### config.mk
export PLATFORM = sky130hd
export DESIGN_NAME = y86_regfile_wb
export DESIGN_NICKNAME = d
export VERILOG_FILES = /design/src/rtl/y86_regfile_wb.sv
export SDC_FILE = /design/constraint.sdc
export NUM_CORES = 2
export LEC_CHECK = 0
export CORE_MARGIN = 2
export CORE_UTILIZATION = 43
export CTS_CLUSTER_DIAMETER = 30
export DETAILED_ROUTE_END_ITERATION = 7
export PLACE_DENSITY_LB_ADDON = 0.05
export SLEW_MARGIN = 20
export SYNTH_ARGS = -nofsm -noshare
export SYNTH_HDL_FRONTEND = slang
export SYNTH_SLANG_ARGS = --single-unit
export TNS_END_PERCENT = 50
### constraint.sdc
create_clock -name clk -period 6.3 [get_ports clk]
set_input_delay 1.26 -clock clk [delete_from_list [all_inputs] [get_ports clk]]
set_output_delay 1.26 -clock clk [all_outputs]
set_load 0.05 [all_outputs]
### src/rtl/y86_regfile_wb.sv
// Y86-64 architectural register file with write-back destination decode, halt tracking and commit counter.
// Latency: reads are combinational (optional same-cycle forwarding); writes, dbg_data and counters update on the next clk edge.
// Backpressure: wb_stall holds the W-stage instruction (no write, no count) until the first unstalled edge.
//
// Ports:
//   clk, reset              : clock and synchronous active-high reset
//   wb_valid, wb_stall      : W-stage occupancy and stall
//   icode, rA, rB, cnd      : W-stage instruction fields used for destination decode
//   valE, valM              : ALU result and memory read data to be written back
//   srcA/rdA, srcB/rdB      : decode-stage combinational read ports
//   dbg_sel/dbg_data        : registered debug read port (never forwarded)
//   halted, commit_cnt      : halt state and committed-instruction count
//
// Build option: define REGFILE_BYPASS_EN to forward same-cycle commit data onto rdA/rdB.

module y86_regfile_wb #(
    parameter int DATA_W        = 64,
    parameter int NREGS         = 15,
    parameter int ADDR_W        = 4,
    parameter int RSP_IDX       = 4,
    parameter int RESET_INDEXED = 1,
    parameter int CNT_W         = 32
) (
    input  logic              clk,
    input  logic              reset,
    input  logic              wb_valid,
    input  logic              wb_stall,
    input  logic [3:0]        icode,
    input  logic [ADDR_W-1:0] rA,
    input  logic [ADDR_W-1:0] rB,
    input  logic              cnd,
    input  logic [DATA_W-1:0] valE,
    input  logic [DATA_W-1:0] valM,
    input  logic [ADDR_W-1:0] srcA,
    input  logic [ADDR_W-1:0] srcB,
    output logic [DATA_W-1:0] rdA,
    output logic [DATA_W-1:0] rdB,
    input  logic [ADDR_W-1:0] dbg_sel,
    output logic [DATA_W-1:0] dbg_data,
    output logic              halted,
    output logic [CNT_W-1:0]  commit_cnt
);

    localparam logic [ADDR_W-1:0] RNONE   = {ADDR_W{1'b1}};
    localparam logic [ADDR_W-1:0] RSP     = ADDR_W'(RSP_IDX);

    localparam logic [3:0] I_HALT   = 4'h0;
    localparam logic [3:0] I_CMOV   = 4'h2;
    localparam logic [3:0] I_IRMOV  = 4'h3;
    localparam logic [3:0] I_MRMOV  = 4'h5;
    localparam logic [3:0] I_OPQ    = 4'h6;
    localparam logic [3:0] I_CALL   = 4'h8;
    localparam logic [3:0] I_RET    = 4'h9;
    localparam logic [3:0] I_PUSH   = 4'hA;
    localparam logic [3:0] I_POP    = 4'hB;

    typedef enum logic {
        ST_RUN    = 1'b0,
        ST_HALTED = 1'b1
    } state_t;

    state_t            state_q;
    state_t            state_d;

    logic [DATA_W-1:0] regs [NREGS];
    logic [ADDR_W-1:0] dst_e;
    logic [ADDR_W-1:0] dst_m;
    logic              commit;

    // Only indices below NREGS name real registers; everything above
    // (RNONE included) reads as zero and is never written.
    function automatic logic in_range(input logic [ADDR_W-1:0] idx);
        return (32'(idx) < NREGS);
    endfunction

    assign halted = (state_q == ST_HALTED);
    assign commit = wb_valid & ~wb_stall & ~halted;

    // Destination decode for the W-stage instruction.
    always_comb begin
        dst_e = RNONE;
        dst_m = RNONE;
        case (icode)
            I_CMOV:                 dst_e = cnd ? rB : RNONE;
            I_IRMOV, I_OPQ:         dst_e = rB;
            I_MRMOV:                dst_m = rA;
            I_CALL, I_RET, I_PUSH:  dst_e = RSP;
            I_POP: begin
                dst_e = RSP;
                dst_m = rA;
            end
            default: begin
                dst_e = RNONE;
                dst_m = RNONE;
            end
        endcase
    end

    // Halt FSM: a committed halt instruction parks the file until reset.
    always_ff @(posedge clk) begin
        if (reset) begin
            state_q <= ST_RUN;
        end else begin
            state_q <= state_d;
        end
    end

    always_comb begin
        state_d = state_q;
        case (state_q)
            ST_RUN:    if (commit && (icode == I_HALT)) state_d = ST_HALTED;
            ST_HALTED: state_d = ST_HALTED;
            default:   state_d = ST_RUN;
        endcase
    end

    // Register array. When both write ports hit the same index (popq %rsp)
    // the memory value wins, so the M check comes first.
    always_ff @(posedge clk) begin
        if (reset) begin
            for (int i = 0; i < NREGS; i++) begin
                regs[i] <= (RESET_INDEXED != 0) ? DATA_W'(i) : '0;
            end
        end else if (commit) begin
            for (int i = 0; i < NREGS; i++) begin
                if (dst_m == ADDR_W'(i)) begin
                    regs[i] <= valM;
                end else if (dst_e == ADDR_W'(i)) begin
                    regs[i] <= valE;
                end
            end
        end
    end

    // Commit counter; counts halt and nop too, frozen once halted.
    always_ff @(posedge clk) begin
        if (reset) begin
            commit_cnt <= '0;
        end else if (commit) begin
            commit_cnt <= commit_cnt + CNT_W'(1);
        end
    end

    // Debug port samples pre-edge array contents; it is never forwarded.
    always_ff @(posedge clk) begin
        if (reset) begin
            dbg_data <= '0;
        end else begin
            dbg_data <= in_range(dbg_sel) ? regs[dbg_sel] : '0;
        end
    end

`ifdef REGFILE_BYPASS_EN
    // Same-cycle forwarding; M beats E to match the write priority.
    // The in_range guard keeps an RNONE read from picking up RNONE "writes".
    always_comb begin
        if (commit && in_range(dst_m) && (srcA == dst_m)) begin
            rdA = valM;
        end else if (commit && in_range(dst_e) && (srcA == dst_e)) begin
            rdA = valE;
        end else begin
            rdA = in_range(srcA) ? regs[srcA] : '0;
        end

        if (commit && in_range(dst_m) && (srcB == dst_m)) begin
            rdB = valM;
        end else if (commit && in_range(dst_e) && (srcB == dst_e)) begin
            rdB = valE;
        end else begin
            rdB = in_range(srcB) ? regs[srcB] : '0;
        end
    end
`else
    // Array contents only; the pipeline forwarding unit covers the hazard.
    always_comb begin
        rdA = in_range(srcA) ? regs[srcA] : '0;
        rdB = in_range(srcB) ? regs[srcB] : '0;
    end
`endif

endmodule
==> reports/qor.yml <==
status: "finished, final reports clean"
cts.htree.levels: 5
dp_slack_ps: 902
crit_path_end_kind: "output pin"
cp_slowest_stage_delay_ps: 740
die_height_um: 399
drcViolationCount: 0
worst_path_most_repeated_cell: "mux4_2"
firstDrtPassIters: 8
ctsHoldBuffers: 0
place_area_sq_mm: 0.0733
clkLatencyLatePin_ps: 900
gp_congestion: 0.830
ant_nets: 0
start_kind: "input pin"
setup_viol: 0
clk_pin_slew_ps: 40
fmaxAchievable_mhz: 187
numCtsBuffers: 306
ys_ff_latch: 1057
cp_cell_sequence: "buf_8, buf_12, mux4_2, mux4_2, nor2b_1, clkdlybuf4s50_1"
core_area_sq_mm: 0.156
grt_start_max_net_pins: 127
vias: 50600
syn_to_final_growth_pct: 24.3
final_common_cell: "edfxtp_1"
synthArstFlopShare: 0
cts_max_path_buffers: 4
min_path_type: "reg2reg"
drt_iter0_drc: 6106
r2r_setup_slack_ps: 2410
cp_num_buf_inv: 3
grt_use_total: 0.348
path_class: "in2out"
setup_tns_ps: 0
drt_wl_total_um: 280000
routedWlPerCell_um: 38.8
antenna_found_initial: 23
synthFlopType: "edfxtp_1"
grt_pass1_vias: 51100
nets: 5076
slowest_stage: "clkdlybuf4s50_1"
layout.cells.non_filler: 7211
final_cell_mix: "edfxtp_1, mux4_2, a22o_1, clkdlybuf4s50_1, nand2_1"
rsz0062_at_grt: "false"
synth_area_per_cell_sq_um: 14.3
arrival_ps: 4090
placed_cells: 6667
dieArea_sq_mm: 0.159
seq_area_frac_synth: 0.458
gr-total-overflow: 0
io_buffers: 381
synthDistinctLibCells: 64
final_area_sq_mm: 0.0835
clock_skew_ps: 63.5
routed_via_density: 7.01
die_x_um: 399
utilization: 0.536
cts_root_buffer: "clkbuf_16"
ios: 382
yosys_warnings: 0
drive_above_1_share: 0.296
slew_violations: 0
drv_cap: 0
crit_fanout: 48
post-cts-setup-buffer-count: 0
worst_pin_slew_ps: 1080
clock_sinks: 1057
synth_area_sq_mm: 0.0672
grt_first_pass_wirelength_um: 390000
synthCells: 4696
syn-num-nets: 4854
initial_core_util: 0.432
post-route-period-util: 0.850
synth_edf_count: 960
setup_ws_ps: 948
ir_drop_mv: 0.280
required_ps: 5040
post_cts_resized: 0
fillers: 12700
fp-row-count: 145
relSlewSlack: 0.283
leakagePower_nw: 28.4
powerDensity_mw_per_mm2: 334
dp_hpwl_um: 150000
cts_tree: "yes"
critPathTopFamily: "buffers and inverters"
hold_viol: 0
post-route-min-period_ps: 5350
routing by layer:
layer | vias up | wire length, um | global-route usage
li1 | 20000 | - | -
met3 | 878 | 26600 | 0.0770
met4 | 18 | 15400 | 0.179
met5 | - | 114 | 0
met1 | 26300 | 105000 | 0.445
met2 | 3374 | 132000 | 0.556
power breakdown:
group | switching (mW) | internal (mW)
Combinational | 2.32 | 1.69
Clock | 4.50 | 10.9
Sequential | 0.317 | 8.17
Total | 7.14 | 20.7
cells in the mapped netlist (all sizes together) (2+ instances only):
library cell / n / area (sq um)
o21ai: 196 / 981
a22oi: 14 / 105
or4: 9 / 71.3
nand3: 13 / 65.1
nor3b: 2 / 20.0
o2bb2ai: 180 / 1580
and4: 6 / 52.6
nand2b: 130 / 813
or3: 19 / 119
o2111ai: 3 / 26.3
o32a: 3 / 30.0
mux2: 12 / 135
xnor2: 3 / 26.3
nand4: 10 / 62.6
nor4b: 2 / 17.5
o32ai: 3 / 26.3
clkbuf: 405 / 1520
nor3: 14 / 80.1
a2bb2oi: 5 / 43.8
edfxtp: 960 / 28800
a21oi: 13 / 65.1
mux2i: 320 / 3200
inv: 16 / 60.1
mux4: 768 / 17300
buf: 219 / 1060
nor4: 28 / 203
nand2: 331 / 1240
o21a: 2 / 15.0
and3: 5 / 31.3
dfxtp: 97 / 1940
o31ai: 8 / 60.1
nor2b: 210 / 1310
xor2: 6 / 52.6
a2111oi: 2 / 42.5
o22ai: 64 / 776
a22o: 562 / 4920
nor2: 41 / 156
flip-flops by register name, summed over array words and instances (netlist names):
| signal | cells |
|---|---|
| commit_cnt | 32 |
| halted | 1 |
| dbg_data | 64 |
| regs | 960 |
cell type report:
class                           count  area (sq um)  share of cell area
Multi-Input combinational cell   2999         34100               0.408
Inverter                           16          60.1            0.000719
Timing Repair Buffer              538          5900              0.0706
Clock buffer                      368          8090              0.0969
Antenna cell                       10          25.0            0.000300
Tap cell                         2058          2570              0.0308
Clock inverter                    165          2020              0.0242
Sequential cell                  1057         30800               0.369
metrics by stage:
stage | power (mW) | hold slack [ps]
after global placement | 12.5 | 494
after global routing | 28.5 | 533
after detailed placement | 12.6 | 500
after floorplan | 11.1 | 709
after CTS | 27.9 | 509
final | 27.9 | 510
worst reg2reg max path: cells and delay by family (launching register included):
kind	cells	cell delay (ps)
AOI/OAI and AO/OA	1	630
buffers and inverters	1	570
DFF	1	350
and+or+nand+nor	3	1900
cell families (layout without fill, tap and decap cells):
group	after synthesis	after routing	synth area share
flops	1057	1057	0.458
buf+inv	640	1087	0.0393
fa+ha+maj	1	1	0.000186
mux	1100	1100	0.307
xor+xnor	9	9	0.00117
simple gates	826	826	0.0640
compound gates	1063	1063	0.130
other cells	0	10	0
final timing paths:
path / startpoint / cells past startpoint / endpoint
max: srcA[0] / 6 / rdA[28]
min: commit_cnt[11] / 2 / commit_cnt[11]
max reg2reg: halted / 5 / regs[0][42]
min reg2reg: commit_cnt[11] / 2 / commit_cnt[11]
Note: power is estimated with default switching activity, not from simulation.
